`src/rtl/dmem_arbiter_if.sv`:
```
// Bus bundle between the two DMEM requesters, the arbiter and the DMEM.
//   a_* / b_*      : requester side (req, we, lock, addr, wdata -> gnt, rvalid, rdata)
//   mem_*          : DMEM side (write, address, write_data -> read_data)
//   owner          : current bus owner, 00 none, 01 A, 10 B
// Modports: slave = arbiter, master = requesters plus DMEM environment.
interface dmem_arbiter_if #(
  parameter int unsigned DATA_W = 32,
  parameter int unsigned ADDR_W = 32
);
  logic              a_req;
  logic              a_we;
  logic              a_lock;
  logic [ADDR_W-1:0] a_addr;
  logic [DATA_W-1:0] a_wdata;
  logic              a_gnt;
  logic              a_rvalid;
  logic [DATA_W-1:0] a_rdata;

  logic              b_req;
  logic              b_we;
  logic              b_lock;
  logic [ADDR_W-1:0] b_addr;
  logic [DATA_W-1:0] b_wdata;
  logic              b_gnt;
  logic              b_rvalid;
  logic [DATA_W-1:0] b_rdata;

  logic              mem_write;
  logic [ADDR_W-1:0] mem_address;
  logic [DATA_W-1:0] mem_write_data;
  logic [DATA_W-1:0] mem_read_data;

  logic [1:0]        owner;

  modport slave (
    input  a_req, a_we, a_lock, a_addr, a_wdata,
    input  b_req, b_we, b_lock, b_addr, b_wdata,
    input  mem_read_data,
    output a_gnt, a_rvalid, a_rdata,
    output b_gnt, b_rvalid, b_rdata,
    output mem_write, mem_address, mem_write_data,
    output owner
  );

  modport master (
    output a_req, a_we, a_lock, a_addr, a_wdata,
    output b_req, b_we, b_lock, b_addr, b_wdata,
    output mem_read_data,
    input  a_gnt, a_rvalid, a_rdata,
    input  b_gnt, b_rvalid, b_rdata,
    input  mem_write, mem_address, mem_write_data,
    input  owner
  );
endinterface

```
`src/rtl/dmem_arbiter.sv`:
```
// dmem_arbiter: shares a single-port DMEM (comb read, posedge write) between
// port A (CPU) and port B (DMA/loader). One access per cycle, winner chosen
// combinationally; read data returned registered one cycle after the grant.
// A port may hold a bounded lock of up to MAX_LOCK consecutive locked grants.
// Ports:
//   clk, rst_n : clock, asynchronous active-low reset
//   bus        : dmem_arbiter_if.slave (requester ports, DMEM ports, owner)
// Build option: define DMEM_ARB_RR_EN for round-robin conflict resolution
// (port that did not win last time wins); default is fixed priority to A.
module dmem_arbiter #(
  parameter int unsigned DATA_W   = 32,
  parameter int unsigned ADDR_W   = 32,
  parameter int unsigned MAX_LOCK = 8
) (
  input  logic           clk,
  input  logic           rst_n,
  dmem_arbiter_if.slave  bus
);

  localparam int unsigned CNT_W   = (MAX_LOCK < 1) ? 1 : $clog2(MAX_LOCK + 1);
  localparam logic [CNT_W-1:0] CNT_MAX = CNT_W'(MAX_LOCK);

  typedef enum logic [1:0] {
    OWN_NONE = 2'b00,
    OWN_A    = 2'b01,
    OWN_B    = 2'b10
  } owner_e;

  owner_e            owner_q, owner_d, win;
  logic [CNT_W-1:0]  lock_cnt_q, lock_cnt_d;
  logic              a_rvalid_q, a_rvalid_d;
  logic              b_rvalid_q, b_rvalid_d;
  logic [DATA_W-1:0] a_rdata_q, a_rdata_d;
  logic [DATA_W-1:0] b_rdata_q, b_rdata_d;
  logic              fire, win_we, win_lock, sat;

`ifdef DMEM_ARB_RR_EN
  // Last winner history only matters for round-robin: 0 = A, 1 = B.
  logic              last_q, last_d;
`endif

  // State register.
  always_ff @(posedge clk or negedge rst_n) begin
    if (!rst_n) begin
      owner_q    <= OWN_NONE;
      lock_cnt_q <= '0;
      a_rvalid_q <= 1'b0;
      b_rvalid_q <= 1'b0;
      a_rdata_q  <= '0;
      b_rdata_q  <= '0;
`ifdef DMEM_ARB_RR_EN
      last_q     <= 1'b1;
`endif
    end else begin
      owner_q    <= owner_d;
      lock_cnt_q <= lock_cnt_d;
      a_rvalid_q <= a_rvalid_d;
      b_rvalid_q <= b_rvalid_d;
      a_rdata_q  <= a_rdata_d;
      b_rdata_q  <= b_rdata_d;
`ifdef DMEM_ARB_RR_EN
      last_q     <= last_d;
`endif
    end
  end

  // Winner selection and next-state logic.
  always_comb begin
    win        = OWN_NONE;
    owner_d    = OWN_NONE;
    lock_cnt_d = '0;
    a_rvalid_d = 1'b0;
    b_rvalid_d = 1'b0;
    a_rdata_d  = a_rdata_q;
    b_rdata_d  = b_rdata_q;
    win_we     = 1'b0;
    win_lock   = 1'b0;
    sat        = (lock_cnt_q == CNT_MAX);
`ifdef DMEM_ARB_RR_EN
    last_d     = last_q;
`endif

    // Grants are held off while reset is asserted so no DMEM write can slip through.
    if (!rst_n) begin
      win = OWN_NONE;
    end else if (owner_q == OWN_A && bus.a_req && bus.a_lock && lock_cnt_q < CNT_MAX) begin
      win = OWN_A;
    end else if (owner_q == OWN_B && bus.b_req && bus.b_lock && lock_cnt_q < CNT_MAX) begin
      win = OWN_B;
    end else if (sat && owner_q == OWN_A && bus.b_req) begin
      win = OWN_B;                        // forced release of an exhausted lock
    end else if (sat && owner_q == OWN_B && bus.a_req) begin
      win = OWN_A;
    end else if (bus.a_req && bus.b_req) begin
`ifdef DMEM_ARB_RR_EN
      win = last_q ? OWN_A : OWN_B;
`else
      win = OWN_A;
`endif
    end else if (bus.a_req) begin
      win = OWN_A;
    end else if (bus.b_req) begin
      win = OWN_B;
    end

    fire = (win != OWN_NONE);
    if (win == OWN_A) begin
      win_we   = bus.a_we;
      win_lock = bus.a_lock;
    end else if (win == OWN_B) begin
      win_we   = bus.b_we;
      win_lock = bus.b_lock;
    end

    owner_d = win;
`ifdef DMEM_ARB_RR_EN
    if (fire) last_d = (win == OWN_B);
`endif

    // Counts locked grants, including the one that takes ownership.
    if (fire && win_lock) begin
      if (win == owner_q) lock_cnt_d = sat ? CNT_MAX : lock_cnt_q + CNT_W'(1);
      else                lock_cnt_d = CNT_W'(1);
    end

    // Read fire captures DMEM data at the posedge; writes leave rdata alone.
    if (win == OWN_A && !bus.a_we) begin
      a_rvalid_d = 1'b1;
      a_rdata_d  = bus.mem_read_data;
    end
    if (win == OWN_B && !bus.b_we) begin
      b_rvalid_d = 1'b1;
      b_rdata_d  = bus.mem_read_data;
    end
  end

  // DMEM drive and grants.
  assign bus.a_gnt          = bus.a_req & (win == OWN_A);
  assign bus.b_gnt          = bus.b_req & (win == OWN_B);
  assign bus.mem_write      = fire & win_we;
  assign bus.mem_address    = (win == OWN_A) ? bus.a_addr  :
                              (win == OWN_B) ? bus.b_addr  : '0;
  assign bus.mem_write_data = (win == OWN_A) ? bus.a_wdata :
                              (win == OWN_B) ? bus.b_wdata : '0;

  assign bus.a_rvalid = a_rvalid_q;
  assign bus.b_rvalid = b_rvalid_q;
  assign bus.a_rdata  = a_rdata_q;
  assign bus.b_rdata  = b_rdata_q;
  assign bus.owner    = owner_q;

endmodule

```
`src/flat_wrapper.sv`:
```
// flat-port wrapper written by rule: the top's interface ports become plain ports
module dmem_arbiter_flat 
#(
  parameter int unsigned DATA_W   = 32,
  parameter int unsigned ADDR_W   = 32,
  parameter int unsigned MAX_LOCK = 8
)
  (clk, rst_n, bus_a_req, bus_a_we, bus_a_lock, bus_a_addr, bus_a_wdata, bus_b_req, bus_b_we, bus_b_lock, bus_b_addr, bus_b_wdata, bus_mem_read_data, bus_a_gnt, bus_a_rvalid, bus_a_rdata, bus_b_gnt, bus_b_rvalid, bus_b_rdata, bus_mem_write, bus_mem_address, bus_mem_write_data, bus_owner);
  dmem_arbiter_if #(.DATA_W(DATA_W), .ADDR_W(ADDR_W)) bus_i ();
  input  logic clk;
  input  logic rst_n;
  input wire logic [$bits(bus_i.a_req)-1:0] bus_a_req;
  input wire logic [$bits(bus_i.a_we)-1:0] bus_a_we;
  input wire logic [$bits(bus_i.a_lock)-1:0] bus_a_lock;
  input wire logic [$bits(bus_i.a_addr)-1:0] bus_a_addr;
  input wire logic [$bits(bus_i.a_wdata)-1:0] bus_a_wdata;
  input wire logic [$bits(bus_i.b_req)-1:0] bus_b_req;
  input wire logic [$bits(bus_i.b_we)-1:0] bus_b_we;
  input wire logic [$bits(bus_i.b_lock)-1:0] bus_b_lock;
  input wire logic [$bits(bus_i.b_addr)-1:0] bus_b_addr;
  input wire logic [$bits(bus_i.b_wdata)-1:0] bus_b_wdata;
  input wire logic [$bits(bus_i.mem_read_data)-1:0] bus_mem_read_data;
  output wire logic [$bits(bus_i.a_gnt)-1:0] bus_a_gnt;
  output wire logic [$bits(bus_i.a_rvalid)-1:0] bus_a_rvalid;
  output wire logic [$bits(bus_i.a_rdata)-1:0] bus_a_rdata;
  output wire logic [$bits(bus_i.b_gnt)-1:0] bus_b_gnt;
  output wire logic [$bits(bus_i.b_rvalid)-1:0] bus_b_rvalid;
  output wire logic [$bits(bus_i.b_rdata)-1:0] bus_b_rdata;
  output wire logic [$bits(bus_i.mem_write)-1:0] bus_mem_write;
  output wire logic [$bits(bus_i.mem_address)-1:0] bus_mem_address;
  output wire logic [$bits(bus_i.mem_write_data)-1:0] bus_mem_write_data;
  output wire logic [$bits(bus_i.owner)-1:0] bus_owner;
  assign bus_i.a_req = bus_a_req;
  assign bus_i.a_we = bus_a_we;
  assign bus_i.a_lock = bus_a_lock;
  assign bus_i.a_addr = bus_a_addr;
  assign bus_i.a_wdata = bus_a_wdata;
  assign bus_i.b_req = bus_b_req;
  assign bus_i.b_we = bus_b_we;
  assign bus_i.b_lock = bus_b_lock;
  assign bus_i.b_addr = bus_b_addr;
  assign bus_i.b_wdata = bus_b_wdata;
  assign bus_i.mem_read_data = bus_mem_read_data;
  assign bus_a_gnt = bus_i.a_gnt;
  assign bus_a_rvalid = bus_i.a_rvalid;
  assign bus_a_rdata = bus_i.a_rdata;
  assign bus_b_gnt = bus_i.b_gnt;
  assign bus_b_rvalid = bus_i.b_rvalid;
  assign bus_b_rdata = bus_i.b_rdata;
  assign bus_mem_write = bus_i.mem_write;
  assign bus_mem_address = bus_i.mem_address;
  assign bus_mem_write_data = bus_i.mem_write_data;
  assign bus_owner = bus_i.owner;
  dmem_arbiter #(.DATA_W(DATA_W), .ADDR_W(ADDR_W), .MAX_LOCK(MAX_LOCK)) u_core (.clk(clk), .rst_n(rst_n), .bus(bus_i));
endmodule
```
`config.mk`:
```
export PLATFORM = sky130hd
export DESIGN_NAME = dmem_arbiter_flat
export DESIGN_NICKNAME = d
export VERILOG_FILES = /design/src/rtl/dmem_arbiter_if.sv /design/src/rtl/dmem_arbiter.sv /design/src/flat_wrapper.sv
export SDC_FILE = /design/constraint.sdc
export NUM_CORES = 1
export LEC_CHECK = 0
export CAP_MARGIN = 10
export CORE_MARGIN = 4
export CORE_UTILIZATION = 31
export DETAILED_ROUTE_END_ITERATION = 16
export PLACE_DENSITY = 0.87
export SYNTH_ARGS = -nofsm -noshare
export SYNTH_HDL_FRONTEND = slang
export SYNTH_SLANG_ARGS = --single-unit
```
`constraint.sdc`:
```
create_clock -name clk -period 2.6 [get_ports clk]
set_clock_uncertainty 0.05 [all_clocks]
set_input_delay 0.52 -clock clk [delete_from_list [all_inputs] [get_ports clk]]
set_output_delay 0.52 -clock clk [all_outputs]
set_load 0.01 [all_outputs]
```
==> out/qor.yml, run 1 <==
clocking:
  numClockSinks: 72
  cts-htree-levels: 3
  clock_latency_ns: 0.33
  clock_path_buffers: 2
  path_clk_slew_ns: 0.06
  cts_tree: "built"
  cts_buffers: 9
  clockRootBuffer: "clkbuf_16"
die:
  die-width_um: 117
  coreArea_um2: 11500
  num_rows: 39
  start_util_pct: 32.1
  die_y_um: 117
  dieArea_um2: 13700
  ios: 303
sta:
  setup_viol: 65
  period_share_pct: 108
  min_period_ns: 2.82
  tns_ns: -10.54
  rsz0062_at_grt: "yes"
  holdWs_ns: 0.112
  slew_violations: 0
  relSlewSlack_pct: 42.0
  hold_viol_final: 0
  fmax_ghz: 0.355
  setup_ws_ns: -0.218
  worst_pin_slew_ns: 0.869
setup_path:
  worstPathRequired_ns: 2.03
  ff2ff_setup_slack_ns: 0.01
  cp_max_fo: 7
  criticalPathCategory: "reg -> out"
  end_kind: "output pin"
  reg2reg_from: "u_core.lock_cnt_q[0]$_DFF_PN0_"
  cp-start-kind: "register"
  worst_r2r_endpoint: "u_core.bus.a_rdata[25]$_DFFE_PN0P_"
  r2r_cells: 12
  crit_arrival_ns: 2.25
power_and_ir_drop:
  p_comb_share_pct: 37.4
  switchingPower_mw: 1.12
  p_leak_nw: 3.39
  vdd_drop_max_mv: 0.375
  clock_power_share_pct: 27.6
  p_sw_share_pct: 26.9
  p_int_mw: 3.05
  p_seq_share_pct: 35.1
  fin_total_pwr_mw: 4.18
  powerDensity_nw_per_um2: 552
placed_design:
  place_congestion: 0.939
  dp_worst_setup_slack_ns: -0.645
  hpwlAfterDp_um: 13000
  port_buffers: 302
  placed_area_um2: 7000
  placed_cells: 709
global_routing:
  grt_usage_pct: 22.8
  grt_pass1_vias: 3913
  antenna_found_initial: 0
  grt_start_max_net_pins: 71
  grt_pass1_wl_um: 23000
  grt_overflow: 0
yosys:
  syn_area_um2: 3690
  synth.avg_cell_area_um2: 14.1
  synth_edf_count: 0
  synth_ff_type: "dfrtp_1"
  synth-seq-area-share_pct: 48.8
  ys_ff_latch: 72
  yosysWarnings: 0
  syn-num-nets: 432
  synthCells: 262
  ys_async_sr_fraction_pct: 100
  synth.distinct_cells: 32
final_layout:
  layout-drive-gt1-share_pct: 35.1
  fin_util_pct: 65.7
  final_area_um2: 7560
  syn_to_final_growth_pct: 105
  nets: 777
  diodes: 0
  final_cells: 755
  fillerInstances: 889
detailed_routing:
  drtAntennaViolNets: 0
  routed_wl_um: 17200
  vias: 3746
  drt_iter0_markers: 211
  drt_pass1_iterations: 4
  avgRoutedWirePerCell_um: 22.7
  drc: 0
  viasPerCell: 4.96
min_path:
  hp-class: "in -> async"
outcome:
  violations: "negative setup slack"
  status: "finished with violations"
job:
  maxCapViolCount: 0
[worst max-delay path: stages, from the launching register on]
cell       delay, ns
dfrtp_1         0.36
inv_2           0.06
ha_4            0.15
and3b_2         0.20
and4_4          0.20
nor3b_4         0.24
buf_12          0.17
buf_12          0.13
clkbuf_16       0.14
a22o_1          0.14
buf_2           0.14
[synth_stat cells (2+ instances only)]
cell type,number,share of area [%]
a21oi_1,2,0.27
a22o_1,65,15
and3b_1,3,0.71
buf_2,7,0.95
buf_6,7,2.1
clkbuf_1,6,0.61
dfrtp_1,72,49
ha_1,2,0.68
inv_1,6,0.61
mux2_2,26,7.9
mux2_4,39,16
nand2_1,5,0.51
nor2_1,2,0.20
nor3b_1,2,0.41
[worst max-delay path by stage]
| stage | end | cells past startpoint | startpoint |
|---|---|---|---|
| final | bus_mem_address[12] | 10 | u_core.lock_cnt_q[0]$_DFF_PN0_ |
| after global routing | bus_mem_write_data[10] | 11 | u_core.lock_cnt_q[0]$_DFF_PN0_ |
| after CTS | bus_mem_address[4] | 10 | u_core.lock_cnt_q[0]$_DFF_PN0_ |
| after detailed placement | bus_mem_address[1] | 7 | bus_a_req |
| after global placement | bus_mem_address[1] | 7 | bus_a_req |
| after floorplan | bus_mem_address[0] | 8 | u_core.lock_cnt_q[0]$_DFF_PN0_ |
[logic make-up (layout without fill, tap and decap cells)]
family	count (synthesis)	after routing	share of synthesized area, %
compound gates	74	74	17.7
xor+xnor	1	1	0.237
fa+ha+maj	2	2	0.678
buf+inv	27	377	4.51
flops	72	72	48.8
mux	65	65	23.8
simple gates	21	21	4.27
[sequential cells by signal (all words and copies together), names as in the netlist]
name / count
u_core.bus.owner: 2
u_core.lock_cnt_q: 4
u_core.bus.a_rdata: 32
u_core.bus.b_rdata: 32
u_core.bus.b_rvalid: 1
u_core.bus.a_rvalid: 1
[placed cells by master (no fill, tap or decap), types with 2 or more instances in the layout]
master / netlist / routed
inv_2: 0 / 2
clkbuf_2: 0 / 9
clkinv_2: 0 / 3
nor2_4: 0 / 2
a21oi_1: 2 / 2
nand2_1: 5 / 5
buf_6: 7 / 18
clkdlybuf4s50_1: 0 / 230
clkbuf_16: 0 / 14
mux2_2: 26 / 23
buf_16: 0 / 5
mux2_4: 39 / 42
and3b_1: 3 / 2
inv_1: 6 / 4
buf_8: 0 / 5
dlygate4sd2_1: 0 / 4
buf_12: 0 / 8
buf_4: 1 / 26
clkbuf_8: 0 / 2
dfrtp_1: 72 / 72
nor3b_1: 2 / 2
a22o_1: 65 / 65
buf_2: 7 / 44
[repair_timing]
item                                    in CTS  in global routing
pin swaps                                    4                 37
buffers inserted                            12                  8
cloned                                       5                  8
resized for setup                          155                126
hold buffers                                 0                  0
endpoints found under the setup margin      67                 67
[power by group through the flow]
stage               clock, mW  combinational (mW)  sequential, mW
finish                   1.15                1.56            1.47
global route             1.23                1.64            1.49
CTS                      1.17                1.55            1.47
detailed placement          0                1.52            1.48
global placement            0                1.48            1.47
floorplan                   0               0.431            1.57
[per-layer routing]
layer | global-route usage (%) | vias up | part of all wire, %
met3 | 7.46 | 33 | 8.3
met1 | 22.2 | 1816 | 33
met2 | 44.3 | 195 | 56
li1 | - | 1702 | -
met5 | 0 | - | 0
met4 | 8.87 | 0 | 3.3
[area by class of cell]
type,count,area (um^2),share of cell area [%]
clock buffer,11,253,3.34
clock inverter,5,31.3,0.414
inverter,6,22.5,0.298
multi-input combinational,163,1770,23.3
sequential,72,1800,23.8
tap,143,179,2.37
timing repair buffer,355,3510,46.4
(Power assumes the default switching activity.)
==> inputs of run 2 (changes only) <==
CELL_PAD_IN_SITES_DETAIL_PLACEMENT = 0   (was not set)
CELL_PAD_IN_SITES_GLOBAL_PLACEMENT = 1   (was not set)
CORE_UTILIZATION = 24   (was 31)
CTS_CLUSTER_SIZE = 10   (was not set)
PLACE_DENSITY = 0.92   (was 0.87)
REMOVE_ABC_BUFFERS = 1   (was not set)
==> run 2 against run 1 <==
Effect of this change: the run still ends with negative setup slack left; flip-flop and latch count is the same; cell count is 9.3% higher; combinational power up 4%; routed wire length grew 9.0%; final area up 5.4%; critical path type is now in -> out; critical endpoint is now bus_mem_address[25].
==> out/qor.yml, run 2 (synthesis results as in run 1) <==
power_and_ir_drop:
  p_seq_share_pct: 33.9
  p_sw_share_pct: 26.5
  vdd_drop_max_mv: 0.335
  p_int_mw: 3.17
  switchingPower_mw: 1.14
  p_comb_share_pct: 37.6
  clock_power_share_pct: 28.5
  fin_total_pwr_mw: 4.31
  powerDensity_nw_per_um2: 541
  p_leak_nw: 3.55
sta:
  slew_violations: 0
  min_period_ns: 2.89
  rsz0062_at_grt: "yes"
  worst_pin_slew_ns: 0.869
  period_share_pct: 111
  relSlewSlack_pct: 42.0
  setup_ws_ns: -0.294
  holdWs_ns: 0.0765
  hold_viol_final: 0
  setup_viol: 97
  fmax_ghz: 0.346
die:
  coreArea_um2: 15100
  start_util_pct: 24.4
  num_rows: 45
  dieArea_um2: 17400
  ios: 303
  die_y_um: 132
  die-width_um: 132
final_layout:
  layout_common_cells: "clkdlybuf4s50_1 (231), dfrtp_1 (72), a22o_1 (64)"
  diodes: 0
  final_area_um2: 7970
  syn_to_final_growth_pct: 116
  nets: 802
  final_common_cell: "clkdlybuf4s50_1"
  layout-drive-gt1-share_pct: 37.8
clocking:
  path_clk_slew_ns: 0.06
  clock_path_buffers: 2
  clock_latency_ns: 0.33
  clockRootBuffer: "clkbuf_16"
  cts_buffers: 9
  cts_tree: "built"
  ctsHoldBuffers: 0
  cts-htree-levels: 3
  numClockSinks: 72
outcome:
  violations: "negative setup slack"
  status: "finished with violations"
detailed_routing:
  vias: 3913
  drt_iter0_markers: 133
  wl_met1_um: 6500
  drtAntennaViolNets: 0
  viasPerCell: 4.74
  met2_length_um: 9480
  routed_wl_um: 18700
  drc: 0
  avgRoutedWirePerCell_um: 22.7
  wl_met3_um: 1630
  drt_pass1_iterations: 4
  top_layer: "met4"
global_routing:
  grt_pass1_vias: 4419
  grt_pass1_wl_um: 27200
  grt_overflow: 0
  grt_usage_pct: 20.2
  antenna_found_initial: 0
  grt_start_max_net_pins: 70
placed_design:
  placed_area_um2: 7070
  port_buffers: 302
  hpwlAfterDp_um: 13800
  place_congestion: 0.945
  dp_worst_setup_slack_ns: -0.649
min_path:
  hp-class: "in -> async"
setup_path:
  cp_max_fo: 9
  crit_arrival_ns: 2.32
  criticalPathCategory: "in -> out"
  cp-start-kind: "input port"
  end_kind: "output pin"
  worstPathRequired_ns: 2.03
job:
  maxCapViolCount: 0
[run 2: cell count changes in the layout (fill, tap and decap cells not counted), sizes merged]
| cell | before | now |
|---|---|---|
| buf | 106 | 138 |
| clkbuf | 25 | 17 |
| clkinv | 4 | 3 |
| dlymetal6s2s | 1 | 0 |
| clkdlybuf4s50 | 230 | 231 |
| bufinv | 0 | 1 |
| clkdlybuf4s15 | 0 | 2 |
| dlygate4sd2 | 4 | 3 |
[run 2: timing repair]
item,4_1_cts,5_1_grt
gates cloned,9,5
endpoints found under the setup margin,67,81
setup buffers,32,16
gates resized for setup,303,60
pin swaps,28,33
[run 2: cell type report]
cell class                      count  area [um^2]
Multi-Input combinational cell    163         1780
Sequential cell                    72         1800
Fill cell                        1286         7170
Tap cell                          188          235
Clock buffer                       11          243
Timing Repair Buffer              380         3830
Clock inverter                      5         56.3
Inverter                            6         22.5
[run 2: metrics by stage]
stage | util [%] | instances | setup TNS (ns)
6_report | 52.6 | 825 | -16.59
5_1_grt | 52.6 | 825 | -24.77
4_1_cts | 51.3 | 814 | -17.13
3_5_place_dp | 46.7 | 758 | -42.46
3_3_place_gp | 46.7 | 758 | -40.21
2_1_floorplan | - | 241 | -156.64
[run 2: worst max-delay path: stages]
cell and delay [ns]:
clkdlybuf4s50_1 0.49, nand4bb_1 0.11, o211ai_1 0.19, buf_4 0.16, nor2_4 0.04, buf_6 0.12, buf_8 0.12, buf_12 0.14
buf_12 0.12, a22o_1 0.17, buf_2 0.14
[run 2: worst paths after layout]
kind | startpoint | to | slack [ns] | depth (start not counted)
max | bus_a_lock | bus_mem_address[25] | -0.29 | 11
min in group clk | u_core.bus.b_rdata[18]$_DFFE_PN0P_ | u_core.bus.b_rdata[18]$_DFFE_PN0P_ | 0.45 | 1
max reg2reg | u_core.lock_cnt_q[0]$_DFF_PN0_ | u_core.bus.a_rdata[24]$_DFFE_PN0P_ | -0.15 | 13
min reg2reg | u_core.bus.b_rdata[18]$_DFFE_PN0P_ | u_core.bus.b_rdata[18]$_DFFE_PN0P_ | 0.45 | 1
max in group asynchronous | rst_n | u_core.bus.b_rdata[14]$_DFFE_PN0P_ | 1.53 | 2
min | rst_n | u_core.bus.owner[1]$_DFF_PN0_ | 0.08 | 2
[run 2: per-layer routing]
| layer | GRT usage [%] | up-vias |
|---|---|---|
| met2 | 35.6 | 233 |
| met3 | 7.48 | 50 |
| met4 | 11.1 | 0 |
| met1 | 20.8 | 1886 |
| li1 | - | 1744 |
| met5 | 0 | - |
[run 2: power by group through the flow]
stage | Combinational, mW | Clock, mW | Sequential, mW
2_1_floorplan | 0.420 | 0 | 1.57
3_3_place_gp | 1.50 | 0 | 1.47
3_5_place_dp | 1.52 | 0 | 1.48
4_1_cts | 1.59 | 1.26 | 1.47
5_1_grt | 1.70 | 1.31 | 1.50
6_report | 1.62 | 1.23 | 1.46
